## config.mk

```make
export PLATFORM = sky130hd
export DESIGN_NAME = fifo_sc_ext_m
export DESIGN_NICKNAME = d
export VERILOG_FILES = /design/src/rtl/fifo_pkg.sv /design/src/rtl/ram_sdp_m.sv /design/src/rtl/fifo_sc_ext_m.sv
export SDC_FILE = /design/constraint.sdc
export NUM_CORES = 1
export LEC_CHECK = 0
export CORE_MARGIN = 2
export CORE_UTILIZATION = 53
export DETAILED_ROUTE_END_ITERATION = 16
export PLACE_DENSITY = 0.76
export SLEW_MARGIN = 20
export SYNTH_ARGS = -nofsm -noshare
export SYNTH_HDL_FRONTEND = slang
export SYNTH_SLANG_ARGS = --single-unit
export TNS_END_PERCENT = 20
```

## constraint.sdc

```tcl
create_clock -name clk -period 2.7 [get_ports clk]
set_clock_uncertainty 0.15 [all_clocks]
set_input_delay 0.405 -clock clk [delete_from_list [all_inputs] [get_ports clk]]
set_output_delay 0.405 -clock clk [all_outputs]
set_load 0.05 [all_outputs]
```

## src/rtl/fifo_pkg.sv

```systemverilog
// Shared helpers for the single-clock FIFO: count-width derivation and
// elaboration-time parameter legality checks.
package fifo_pkg;

    function automatic int calcCw(input int depth);
        return $clog2(depth) + 1;
    endfunction

    function automatic bit isPow2(input int value);
        return (value > 0) && ((value & (value - 1)) == 0);
    endfunction

    function automatic bit depthLegal(input int depth);
        return isPow2(depth) && (depth >= 4) && (depth <= 65536);
    endfunction

    function automatic bit threshLegal(input int thresh, input int depth);
        return (thresh >= 0) && (thresh <= depth);
    endfunction

endpackage

```

## src/rtl/ram_sdp_m.sv

```systemverilog
// Simple dual-port storage: one write port, one registered read port with
// enable. The array itself is never reset so it maps onto LUTRAM or BRAM.
module ram_sdp_m #(
    parameter int W  = 8,
    parameter int AW = 5
) (
    input  logic          clk,
    input  logic          rst_n,
    input  logic          we_i,
    input  logic [AW-1:0] waddr_i,
    input  logic [W-1:0]  wdata_i,
    input  logic          re_i,
    input  logic [AW-1:0] raddr_i,
    output logic [W-1:0]  rdata_o
);

    logic [W-1:0] mem_q [0:(2**AW)-1];
    logic [W-1:0] rdata_q;

    always_ff @(posedge clk) begin
        if (we_i) begin
            mem_q[waddr_i] <= wdata_i;
        end
    end

    // Read-before-write on an address collision; the FIFO bypasses that case.
    always_ff @(posedge clk or negedge rst_n) begin
        if (!rst_n) begin
            rdata_q <= '0;
        end else if (re_i) begin
            rdata_q <= mem_q[raddr_i];
        end
    end

    assign rdata_o = rdata_q;

endmodule

```

## src/rtl/fifo_sc_ext_m.sv

```systemverilog
// Single-clock FIFO with registered status flags, overflow/underflow pulses
// and either first-word-fall-through or one-cycle-latency standard reads.
module fifo_sc_ext_m
    import fifo_pkg::*;
#(
    parameter type DATA_ITEM_TYPE = logic,
    parameter int  DEPTH          = 32,
    parameter int  FWFT           = 1,
    parameter int  AFULL_THRESH   = DEPTH - 4,
    parameter int  AEMPTY_THRESH  = 4,
    parameter int  CW             = calcCw(DEPTH)
) (
    input  logic          clk,
    input  logic          rst_n,
    input  logic          flush,
    input  DATA_ITEM_TYPE tail,
    input  logic          push,
    output DATA_ITEM_TYPE head,
    input  logic          pop,
    output logic          full,
    output logic          empty,
    output logic          almost_full,
    output logic          almost_empty,
    output logic [CW-1:0] count,
    output logic          overflow,
    output logic          underflow
);

    localparam int W  = $bits(DATA_ITEM_TYPE);
    localparam int AW = CW - 1;
    localparam logic [CW-1:0] ONE      = CW'(1);
    localparam logic [CW-1:0] DEPTH_C  = CW'(DEPTH);
    localparam logic [CW-1:0] AFULL_C  = CW'(AFULL_THRESH);
    localparam logic [CW-1:0] AEMPTY_C = CW'(AEMPTY_THRESH);

    if (!depthLegal(DEPTH)) begin : gBadDepth
        $error("fifo_sc_ext_m: DEPTH=%0d must be a power of two in 4..65536", DEPTH);
    end
    if (!threshLegal(AFULL_THRESH, DEPTH) || !threshLegal(AEMPTY_THRESH, DEPTH)) begin : gBadThresh
        $error("fifo_sc_ext_m: thresholds must lie in 0..DEPTH");
    end

    logic [CW-1:0] wrPtr_q, wrPtr_d, rdPtr_q, rdPtr_d, count_d;
    logic          full_q, empty_q, almostFull_q, almostEmpty_q;
    logic          overflow_q, underflow_q;
    logic          pushAcc, popAcc;
    logic [W-1:0]  tailBits, headBits, rdata;
    logic [AW-1:0] raddr;
    logic          ren;

    // Acceptance uses only registered flags, so push and pop never gate each other.
    assign pushAcc  = push && !full_q && !flush;
    assign popAcc   = pop && !empty_q && !flush;
    assign tailBits = tail;

    always_comb begin
        wrPtr_d = wrPtr_q;
        rdPtr_d = rdPtr_q;
        if (flush) begin
            wrPtr_d = '0;
            rdPtr_d = '0;
        end else begin
            if (pushAcc) wrPtr_d = wrPtr_q + ONE;
            if (popAcc)  rdPtr_d = rdPtr_q + ONE;
        end
        count_d = wrPtr_d - rdPtr_d;
    end

    always_ff @(posedge clk or negedge rst_n) begin
        if (!rst_n) begin
            wrPtr_q       <= '0;
            rdPtr_q       <= '0;
            full_q        <= 1'b0;
            empty_q       <= 1'b1;
            almostFull_q  <= 1'b0;
            almostEmpty_q <= 1'b1;
            overflow_q    <= 1'b0;
            underflow_q   <= 1'b0;
        end else begin
            wrPtr_q       <= wrPtr_d;
            rdPtr_q       <= rdPtr_d;
            full_q        <= (count_d == DEPTH_C);
            empty_q       <= (count_d == '0);
            almostFull_q  <= (count_d >= AFULL_C);
            almostEmpty_q <= (count_d <= AEMPTY_C);
            overflow_q    <= push && full_q && !flush;
            underflow_q   <= pop && empty_q && !flush;
        end
    end

    ram_sdp_m #(
        .W  (W),
        .AW (AW)
    ) uRam (
        .clk     (clk),
        .rst_n   (rst_n),
        .we_i    (pushAcc),
        .waddr_i (wrPtr_q[AW-1:0]),
        .wdata_i (tailBits),
        .re_i    (ren),
        .raddr_i (raddr),
        .rdata_o (rdata)
    );

    if (FWFT != 0) begin : gFwft
        logic         selBypass_q, selBypass_d;
        logic [W-1:0] bypass_q;

        // Prefetch the item that will be at the front after this edge; when that
        // item is being written right now the RAM cannot return it yet, so bypass.
        assign raddr       = rdPtr_d[AW-1:0];
        assign ren         = 1'b1;
        assign selBypass_d = pushAcc && (wrPtr_q == rdPtr_d);

        always_ff @(posedge clk or negedge rst_n) begin
            if (!rst_n) begin
                selBypass_q <= 1'b0;
                bypass_q    <= '0;
            end else begin
                selBypass_q <= selBypass_d;
                if (selBypass_d) bypass_q <= tailBits;
            end
        end

        assign headBits = selBypass_q ? bypass_q : rdata;
    end else begin : gStd
        assign raddr    = rdPtr_q[AW-1:0];
        assign ren      = popAcc;
        assign headBits = rdata;
    end

    assign head         = headBits;
    assign count        = wrPtr_q - rdPtr_q;
    assign full         = full_q;
    assign empty        = empty_q;
    assign almost_full  = almostFull_q;
    assign almost_empty = almostEmpty_q;
    assign overflow     = overflow_q;
    assign underflow    = underflow_q;

endmodule

```

# Word-level counts from Yosys, hierarchy flattened
# Memory sizes are Yosys's and may differ from the RTL's. A register that Yosys moved wholly into a read port is not among the register bits.
# Cells that the tools add are included.
# Widths: inputs -> output; s select.
# word_totals
register_bits	20
mem_count	1
ram_bits	32
in_bits	6
word_cells	40
out_inout_bits	13
# mem_list
memory	depth	word_bits	read_ports	rd_ports_with_merged_regs	write_ports	line_no	rtl
uRam.mem_q	32	1	1	1	1	ram_sdp_m.sv:17	logic [W-1:0] mem_q [0:(2**AW)-1];
# op_classes
muxes	7
n_eq_ne	2
addsub	4
reduce_logical	14
order_cmp	2
# op_table
op	n
$mux 6	4
$add 6x1->6 const B	2
$sub 6x6->6	2
$logic_and 1x1->1	9
$eq 6x6->1	1
$eq 6x6->1 const B	1
$ge 6x5->1 const B	1
$le 6x3->1 const B	1
$logic_not 6->1	1
$logic_not 1->1	4
$mux 1	3

# Longest topological paths before layout
# Gate-level depths: netlist of the first run.
# logic_depth
depth_word	7
ltp_mapped	12
depth_no_buf	11

# By module
# From an unflattened synthesis of the first run, not the netlist that was laid out.
# hier_totals
hier_cells	275
area_unflattened_um2	2975.4
# modules_own_cells
mod	cells_each	n_inst	seq_area_each_um2	area_per_inst_um2
ram_sdp_m	123	1	985.9	1534.0
fifo_sc_ext_m	152	1	503.0	1441.4

# Least setup slack after synthesis of the first run
# Ideal clock, no wire load.
# synth_path
kind	reg2reg
startpoint	reg full_q, in the netlist full
endpoint	reg empty_q, in the netlist empty
t_required_ps	2483
period_less_slack_ps	3107
n_path_buf	0
arrival_time_ps	2890
setup_slack_ps	-407
setup_time_ps	67
path_stages_with_launch	11
path_cell_list	dfrtp_1 > nor3b_2 > nand2_1 > or2_2 > a21oi_1 > ha_1 > xor2_1 > nor3_1 > a31oi_1 > or3_1 > nor2_1
# synth_between
elab_chain_cells	7
# synth_lines
element	line_no	rtl
start: declaration	fifo_sc_ext_m.sv:44	logic full_q, empty_q, almostFull_q, almostEmpty_q;
start signal: assignment	fifo_sc_ext_m.sv:82	full_q <= (count_d == DEPTH_C);
$logic_not 1->1	fifo_sc_ext_m.sv:52	assign pushAcc = push && !full_q && !flush;
$logic_and 1x1->1 (2 in series)	fifo_sc_ext_m.sv:52	
$mux 6	fifo_sc_ext_m.sv:63	if (pushAcc) wrPtr_d = wrPtr_q + ONE;
$mux 6	fifo_sc_ext_m.sv:59	if (flush) begin
via wrPtr_d[4]	fifo_sc_ext_m.sv:43	logic [CW-1:0] wrPtr_q, wrPtr_d, rdPtr_q, rdPtr_d, count_d;
$sub 6x6->6	fifo_sc_ext_m.sv:66	count_d = wrPtr_d - rdPtr_d;
$logic_not 6->1	fifo_sc_ext_m.sv:83	empty_q <= (count_d == '0);
end signal: assignment	fifo_sc_ext_m.sv:83	
end: declaration	fifo_sc_ext_m.sv:44	
# The timed path passes the listed nets, and every way through them passes these cells.
# A chain may end at the register's enable or synchronous reset.

# Worst setup path in the final report of the first run
# layout_path
startpoint	reg rdPtr_q[1]
endpoint	reg full_q, in the netlist full
# layout_between
elab_chain_cells	5
# layout_lines
element	line_no	rtl
start: declaration	fifo_sc_ext_m.sv:43	
start signal: assignment	fifo_sc_ext_m.sv:81	rdPtr_q <= rdPtr_d;
$add 6x1->6	fifo_sc_ext_m.sv:64	if (popAcc) rdPtr_d = rdPtr_q + ONE;
$mux 6 (*)	fifo_sc_ext_m.sv:64	
$mux 6 (*)	fifo_sc_ext_m.sv:59	
$sub 6x6->6 (*)	fifo_sc_ext_m.sv:66	
$eq 6x6->1 (*)	fifo_sc_ext_m.sv:82	
# Mark *: on every way between the ends. The rest lies on a longest branch, timed or not.

==> results of run 1 <==
==> cell families after synthesis <==
| group | Yosys count | synth area share, % |
|---|---|---|
| AO/OA/AOI/OAI | 21 | 4.99 |
| adder cells (fa/ha/maj) | 16 | 7.27 |
| flip-flops | 53 | 52.1 |
| AND/OR/NAND/NOR | 90 | 15.6 |
| XOR/XNOR | 25 | 7.66 |
| multiplexers | 17 | 9.06 |
| buffers and inverters | 23 | 3.33 |
==> sequential cells by signal (all words and copies together), names as in the netlist <==
signal / cells
uRam.mem_q: 32
rdPtr_q: 6
wrPtr_q: 6
almost_empty: 1
almost_full: 1
empty: 1
full: 1
gFwft.bypass_q: 1
gFwft.selBypass_q: 1
overflow: 1
uRam.rdata_o: 1
underflow: 1
==> Yosys cell counts (4+ instances only) <==
| master | n | share of area (%) |
|---|---|---|
| nor2_1 | 42 | 5.5 |
| edfxtp_1 | 32 | 34 |
| dfrtp_1 | 19 | 17 |
| inv_1 | 17 | 2.2 |
| nand2_1 | 16 | 2.1 |
| ha_1 | 15 | 6.6 |
| xnor2_1 | 15 | 4.6 |
| xor2_1 | 10 | 3.1 |
| mux2i_1 | 8 | 2.8 |
| a21oi_1 | 5 | 0.88 |
| mux4_2 | 4 | 3.2 |
| or2_2 | 4 | 0.88 |
| or3_1 | 4 | 0.88 |
==> power breakdown <==
group | internal, W | total [W] | switching (W)
clock network | 0.000188 | 0.000464 | 0.000276
logic | 0.000757 | 0.00156 | 0.000798
registers | 0.000944 | 0.000993 | 0.0000494
==> metal layers <==
layer / global-route usage (%) / vias to the layer above / share of wire (%)
li1: - / 982 / -
met1: 29.0 / 1021 / 40
met2: 35.0 / 93 / 52
met3: 4.19 / 10 / 6.7
met4: 9.11 / 0 / 1.6
met5: 0 / - / 0
==> metrics by stage <==
step | std cells | utilization [%]
6_report | 384 | 74.9
3_5_place_dp | 363 | 67.8
5_1_grt | 384 | 74.9
3_3_place_gp | 363 | 67.8
2_1_floorplan | 245 | -
4_1_cts | 376 | 71.2
==> final timing paths <==
path,end,depth (start not counted)
setup / recovery,full,12
hold / removal,overflow,3
setup reg to reg,full,12
hold reg to reg,gFwft.bypass_q,1
max in group asynchronous,almost_empty,2
min in group asynchronous,overflow,2
==> final cells by class <==
type | count | share of cell area (%)
tap | 70 | 2.27
sequential | 53 | 38.9
multi-input combinational | 169 | 37.7
timing repair buffer | 67 | 17.0
clock buffer | 5 | 1.79
inverter | 17 | 1.72
clock inverter | 3 | 0.650
==> timing repair <==
| action | in CTS | in global routing |
|---|---|---|
| gates resized for setup | 10 | 29 |
| pin swaps | 5 | 25 |
| setup endpoints to repair | 6 | 7 |
| setup buffers | 5 | 8 |
==> critical path, stage by stage, from the launching register on <==
cell	delay, ns
dfrtp_1	0.42
buf_4	0.16
ha_2	0.16
nand3b_1	0.13
nor2_2	0.05
xnor2_1	0.13
or2_4	0.29
ha_4	0.23
xor2_2	0.18
nor3_2	0.20
a31oi_1	0.09
or3_4	0.44
nor2_4	0.09
==> results by group, run 1 <==
Timing
  – Final hold vios: 0
  – Final hold slack: 0.208 ns
  – Final worst setup slack: -0.106 ns
  – Final period util: 104%
  – Unrepaired setup endpoints after global routing: true
  – Fin Setup TNS: -0.442 ns
  – Slew HR: 46.1%
  – Highest achievable clock rate: 356 MHz
  – Final setup viols: 6
  – Slew Viols, Final: 0
  – Worst Tran Pin Value: 0.805 ns
  – Fin crit period: 2.81 ns

Final layout
  – Most common cell after layout, fill and taps aside: buf_4
  – # nets final: 335
  – Final Cell Area: 0.00385 mm^2
  – Most frequent cells in the layout: 44 x buf_4, 39 x nor2_1, 32 x edfxtp_1
  – Filler Cell Count: 332
  – Register area: 0.00150 mm^2
  – Layout cells sized above 1: 36.0%
  – ANT cells: 0
  – Area Growth Syn to Fin: 34.8%
  – Area of the multi-input gates: 0.00145 mm^2

Run status
  – Run status: finished with violations
  – Violated checks: negative setup slack

Die
  – Die Y: 77.4 um
  – Initial Util: 55.6%
  – Width of the chip: 77.4 um
  – Rows: 26
  – Io pins: 19
  – Core footprint: 0.00514 mm^2
  – Die area: 0.00600 mm^2

CTS
  – Worst-skew pair later-pin latency: 0.31 ns
  – CTS Hold Bufs: 0
  – Sinks on Clock Net: 53
  – CTS root buffer: clkbuf_8
  – H-tree levels: 2
  – CTS tree: built
  – Cts bufs inserted: 5
  – CTS clk-pin slew, worst paths: 0.10 ns
  – CTS max path bufs: 2

Routing
  – Post-DRT Antenna Nets: 0
  – Drt first pass iters: 4
  – DR vias/cell: 5.48
  – Via count: 2106
  – DRT Wirelength: 6630 um
  – Iter 0 DRT Violations: 248
  – Routed len/inst: 17.3 um
  – # DRC: 0

Worst hold path
  – Hold/Removal Path Class: input pin to register
  – Hold Crit Start: push

Placement
  – Detailed placement HPWL: 4340 um
  – Area after DPL: 0.00349 mm^2
  – Port buffer count: 18
  – Pre-CTS setup slack: -0.462 ns
  – RePlAce Congestion: 0.845

Worst setup path
  – Worst setup path startpoint: rdPtr_q[1]
  – CP Data Required Time: 2.79 ns
  – Crit-path max FO: 2
  – Crit Path Class: register to register
  – Crit path DAT: 2.90 ns
  – Reg2Reg Setup Slack: -0.11 ns
  – Worst setup SP type: register
  – RR Startpoint: rdPtr_q[1]
  – Crit end category: register

Yosys
  – Syn avg cell area: 11.7 um^2
  – Number of synthesized flops with an enable pin: 32
  – Mapped Cells: 245
  – Flops & latches, synth: 53
  – Share of synthesized flip-flops with an asynchronous set or reset: 39.6%
  – Mapped Nets: 267
  – Top FF cell, synth: edfxtp_1
  – Synthesis Warnings: 0
  – Register area share after synthesis: 52.1%
  – Mapped cell area: 0.00286 mm^2
  – Count of cell types in the netlist: 47

Global routing
  – Largest net degree at the start of global routing: 27
  – Initial antenna violation count: 0
  – First-pass GRT wire length: 9990 um
  – GR Util All Layers: 21.7%
  – Global route total overflow: 0
  – Number of global-route vias before repair: 2052

Flow run
  – # Max-Cap Violations: 0

Power
  – Max VDD drop: 0.000666 V
  – Leak: 1.51 nW
  – Tot Pwr: 0.00301 W
  – Pwr per Cell Area: 782 mW/mm^2
Power figures use the tool's default switching activity.
==> run 2, diff against run 1 <==
--- a/config.mk
+++ b/config.mk
@@ -8,6 +8,7 @@
 export CORE_MARGIN = 2
 export CORE_UTILIZATION = 53
 export DETAILED_ROUTE_END_ITERATION = 16
+export GPL_ROUTABILITY_DRIVEN = 1
 export PLACE_DENSITY = 0.76
 export SLEW_MARGIN = 20
 export SYNTH_ARGS = -nofsm -noshare
==> results of run 2 <==
Same layout as run 1: the final DEF is identical, and so are final timing and power.
==> run 3, diff against run 2 <==
--- a/config.mk
+++ b/config.mk
@@ -6,10 +6,11 @@
 export NUM_CORES = 1
 export LEC_CHECK = 0
 export CORE_MARGIN = 2
-export CORE_UTILIZATION = 53
+export CORE_UTILIZATION = 55
+export CTS_BUF_LIST = sky130_fd_sc_hd__clkbuf_2 sky130_fd_sc_hd__clkbuf_4 sky130_fd_sc_hd__clkbuf_8
 export DETAILED_ROUTE_END_ITERATION = 16
 export GPL_ROUTABILITY_DRIVEN = 1
-export PLACE_DENSITY = 0.76
+export PLACE_DENSITY = 0.78
 export SLEW_MARGIN = 20
 export SYNTH_ARGS = -nofsm -noshare
 export SYNTH_HDL_FRONTEND = slang
==> run 3 against run 2 <==
The flow still finishes with violations (negative setup slack). Sequential power is essentially flat. Worst hold slack gained 0.089 ns. Non-clock buffer count down 14. Via count fell by 4.7%. Global-route usage is 0.069 points higher. Critical path depth fell by 2. Maximum frequency increased by 2.3%. Die area fell by 3.5%. First-iteration DRC count shrank 42%. Highest routed layer unchanged.
==> results by group, run 3 (same netlist as run 1, synthesis figures left out) <==
Worst setup path
  – Worst setup SP type: register (unchanged)
  – Worst setup path startpoint: rdPtr_q[1] (unchanged)
  – CP Data Required Time: 2.14 ns (was 2.79 ns)
  – Crit Path Class: register to output port (was register to register)
  – RR Startpoint: empty (was rdPtr_q[1])
  – Crit path DAT: 2.19 ns (was 2.90 ns)
  – Crit-path max FO: 2 (unchanged)
  – Crit end category: output port (was register)

Final layout
  – Area Growth Syn to Fin: 27.4% (was 34.8%)
  – Final Cell Area: 0.00364 mm^2 (was 0.00385 mm^2)
  – Regs by FF count: uRam.mem_q (32), rdPtr_q (6), wrPtr_q (6) (unchanged)
  – Largest register FFs: 32 (unchanged)
  – ANT cells: 0 (unchanged)
  – Most flop-heavy register: uRam.mem_q (unchanged)
  – Most frequent cells in the layout: 42 x nor2_1, 34 x buf_4, 32 x edfxtp_1 (was 44 x buf_4, 39 x nor2_1, 32 x edfxtp_1)
  – Final non-filler cell total: 370 (was 384)
  – # nets final: 321 (was 335)
  – Layout cells sized above 1: 29.7% (was 36.0%)
  – Most common cell after layout, fill and taps aside: nor2_1 (was buf_4)

Global routing
  – Most Crowded Layer GR: met2 (unchanged)
  – Largest net degree at the start of global routing: 20 (was 27)
  – Global route total overflow: 0 (unchanged)
  – GRT met2 Usage: 37.1% (was 35.0%)
  – Number of global-route vias before repair: 2055 (was 2052)
  – Met1 usage: 29.0% (about the same)
  – First-pass GRT wire length: 9870 um (was 9990 um)
  – GR Util All Layers: 21.8% (was 21.7%)
  – Initial antenna violation count: 0 (unchanged)
  – GRT met3 Usage: 3.91% (was 4.19%)

Power
  – Sequential power share: 35.2% (was 33.0%)
  – Internal power: 0.00178 W (was 0.00189 W)
  – Pwr per Cell Area: 778 mW/mm^2 (was 782 mW/mm^2)
  – Leak: 1.41 nW (was 1.51 nW)
  – Switching share of total power: 37.0% (was 37.3%)
  – Max VDD drop: 0.000471 V (was 0.000666 V)
  – Clock power share: 16.0% (was 15.4%)
  – Combinational Power Share: 48.8% (was 51.6%)
  – NetSw: 0.00105 W (was 0.00112 W)

Die
  – Initial Util: 56.3% (was 55.6%)
  – Die Y: 76.1 um (was 77.4 um)
  – Die area: 0.00579 mm^2 (was 0.00600 mm^2)
  – Core footprint: 0.00507 mm^2 (was 0.00514 mm^2)
  – Width of the chip: 76.1 um (was 77.4 um)
  – Rows: 26 (unchanged)
  – Io pins: 19 (unchanged)

Routing
  – Iter 0 DRT Violations: 143 (was 248)
  – Post-DRT Antenna Nets: 0 (unchanged)
  – DRT Wirelength: 6010 um (was 6630 um)
  – DR vias/cell: 5.43 (was 5.48)
  – Drt first pass iters: 4 (unchanged)
  – # DRC: 0 (unchanged)
  – Routed len/inst: 16.2 um (was 17.3 um)
  – Via count: 2008 (was 2106)

Timing
  – Slew Viols, Final: 0 (unchanged)
  – Slew HR: 59.8% (was 46.1%)
  – Fin Setup TNS: -0.0428 ns (was -0.442 ns)
  – Fin crit period: 2.74 ns (was 2.81 ns)
  – Final hold vios: 0 (unchanged)
  – Final hold slack: 0.297 ns (was 0.208 ns)
  – Highest achievable clock rate: 365 MHz (was 356 MHz)
  – Unrepaired setup endpoints after global routing: true (unchanged)
  – Worst Tran Pin Value: 0.601 ns (was 0.805 ns)
  – Final period util: 102% (was 104%)
  – Final setup viols: 1 (was 6)
  – Final worst setup slack: -0.0428 ns (was -0.106 ns)

CTS
  – CTS Hold Bufs: 0 (unchanged)
  – CTS tree: built (unchanged)
  – CTS root buffer: clkbuf_8 (unchanged)
  – Cts bufs inserted: 5 (unchanged)
  – H-tree levels: 2 (unchanged)
  – Sinks on Clock Net: 53 (unchanged)
  – CTS max path bufs: 2 (unchanged)
  – CTS clk-pin slew, worst paths: 0.10 ns (about the same)
  – Worst-skew pair later-pin latency: 0.31 ns (about the same)

Run status
  – Run status: finished with violations (unchanged)
  – Violated checks: negative setup slack (unchanged)

Placement
  – Area after DPL: 0.00343 mm^2 (was 0.00349 mm^2)
  – Detailed placement HPWL: 4220 um (was 4340 um)
  – Dpl cells: 357 (was 363)
  – Pre-CTS setup slack: -0.426 ns (was -0.462 ns)
  – Port buffer count: 18 (unchanged)
  – RePlAce Congestion: 0.849 (was 0.845)

Flow run
  – # Max-Cap Violations: 0 (unchanged)

Worst hold path
  – Hold/Removal Path Class: input pin to asynchronous set/reset pin (was input pin to register)
==> run 3: changes by cell type in the layout (fill, tap and decap cells not counted), moves of 2 or more <==
cell and delta:
buf_4 -10, buf_6 -3, clkdlybuf4s50_1 +3, dlymetal6s2s_1 -2, ha_1 +2, inv_1 +2
inv_2 -2, nor2_1 +3, nor2_2 -2, xor2_1 +2, xor2_2 -2
==> run 3: critical path, stage by stage, from the launching register on <==
cell and delay [ns]:
dfrtp_1 0.41, buf_6 0.13, inv_4 0.04, ha_4 0.18
nor2b_4 0.12, o21ai_2 0.10, nand2b_1 0.08, a21o_1 0.20
a21oi_2 0.17, xnor2_1 0.14, bufbuf_16 0.30
==> run 3: final timing paths <==
check	slack (ns)	endpoint	cells after the start
max	-0.04	count[5]	10
min	0.30	rdPtr_q[5]	1
max reg2reg	0.05	empty	10
min reg2reg	0.36	gFwft.bypass_q	1
max in group asynchronous	1.52	wrPtr_q[1]	2
min in group clk	0.36	gFwft.bypass_q	1
==> run 3: layer usage <==
metal  share of wire, %  up-vias
li1                   -      959
met1                 44      980
met2                 50       61
met3                4.5        8
met4                1.4        0
met5                  0        -
==> run 3: power groups by stage <==
stage,clock (W),sequential (W),combinational (W)
CTS,0.000459,0.000996,0.00135
global route,0.000490,0.00101,0.00147
floorplan,0,0.00111,0.000686
detailed placement,0,0.00102,0.00127
finish,0.000454,0.000996,0.00138
global placement,0,0.00101,0.00124
==> run 3: metrics by stage <==
step                      power (W)  util (%)
final                       0.00283      71.7
after global routing        0.00296      71.7
after CTS                   0.00281      71.3
after detailed placement    0.00228      67.6
after global placement      0.00225      67.6
after floorplan             0.00180         -
==> run 3: final cells by class <==
cell class,instances,area [um^2]
Sequential cell,53,1500
Fill cell,373,1440
Inverter,17,66.3
Multi-Input combinational cell,169,1390
Clock inverter,3,21.3
Tap cell,70,87.6
Clock buffer,5,68.8
Timing Repair Buffer,53,509
==> run 3: timing repair <==
item | CTS | global route
endpoints found under the setup margin | 6 | 7
pin swaps | 8 | 6
buffers inserted | 5 | 0
cloned | 0 | 0
gates resized for setup | 12 | 7
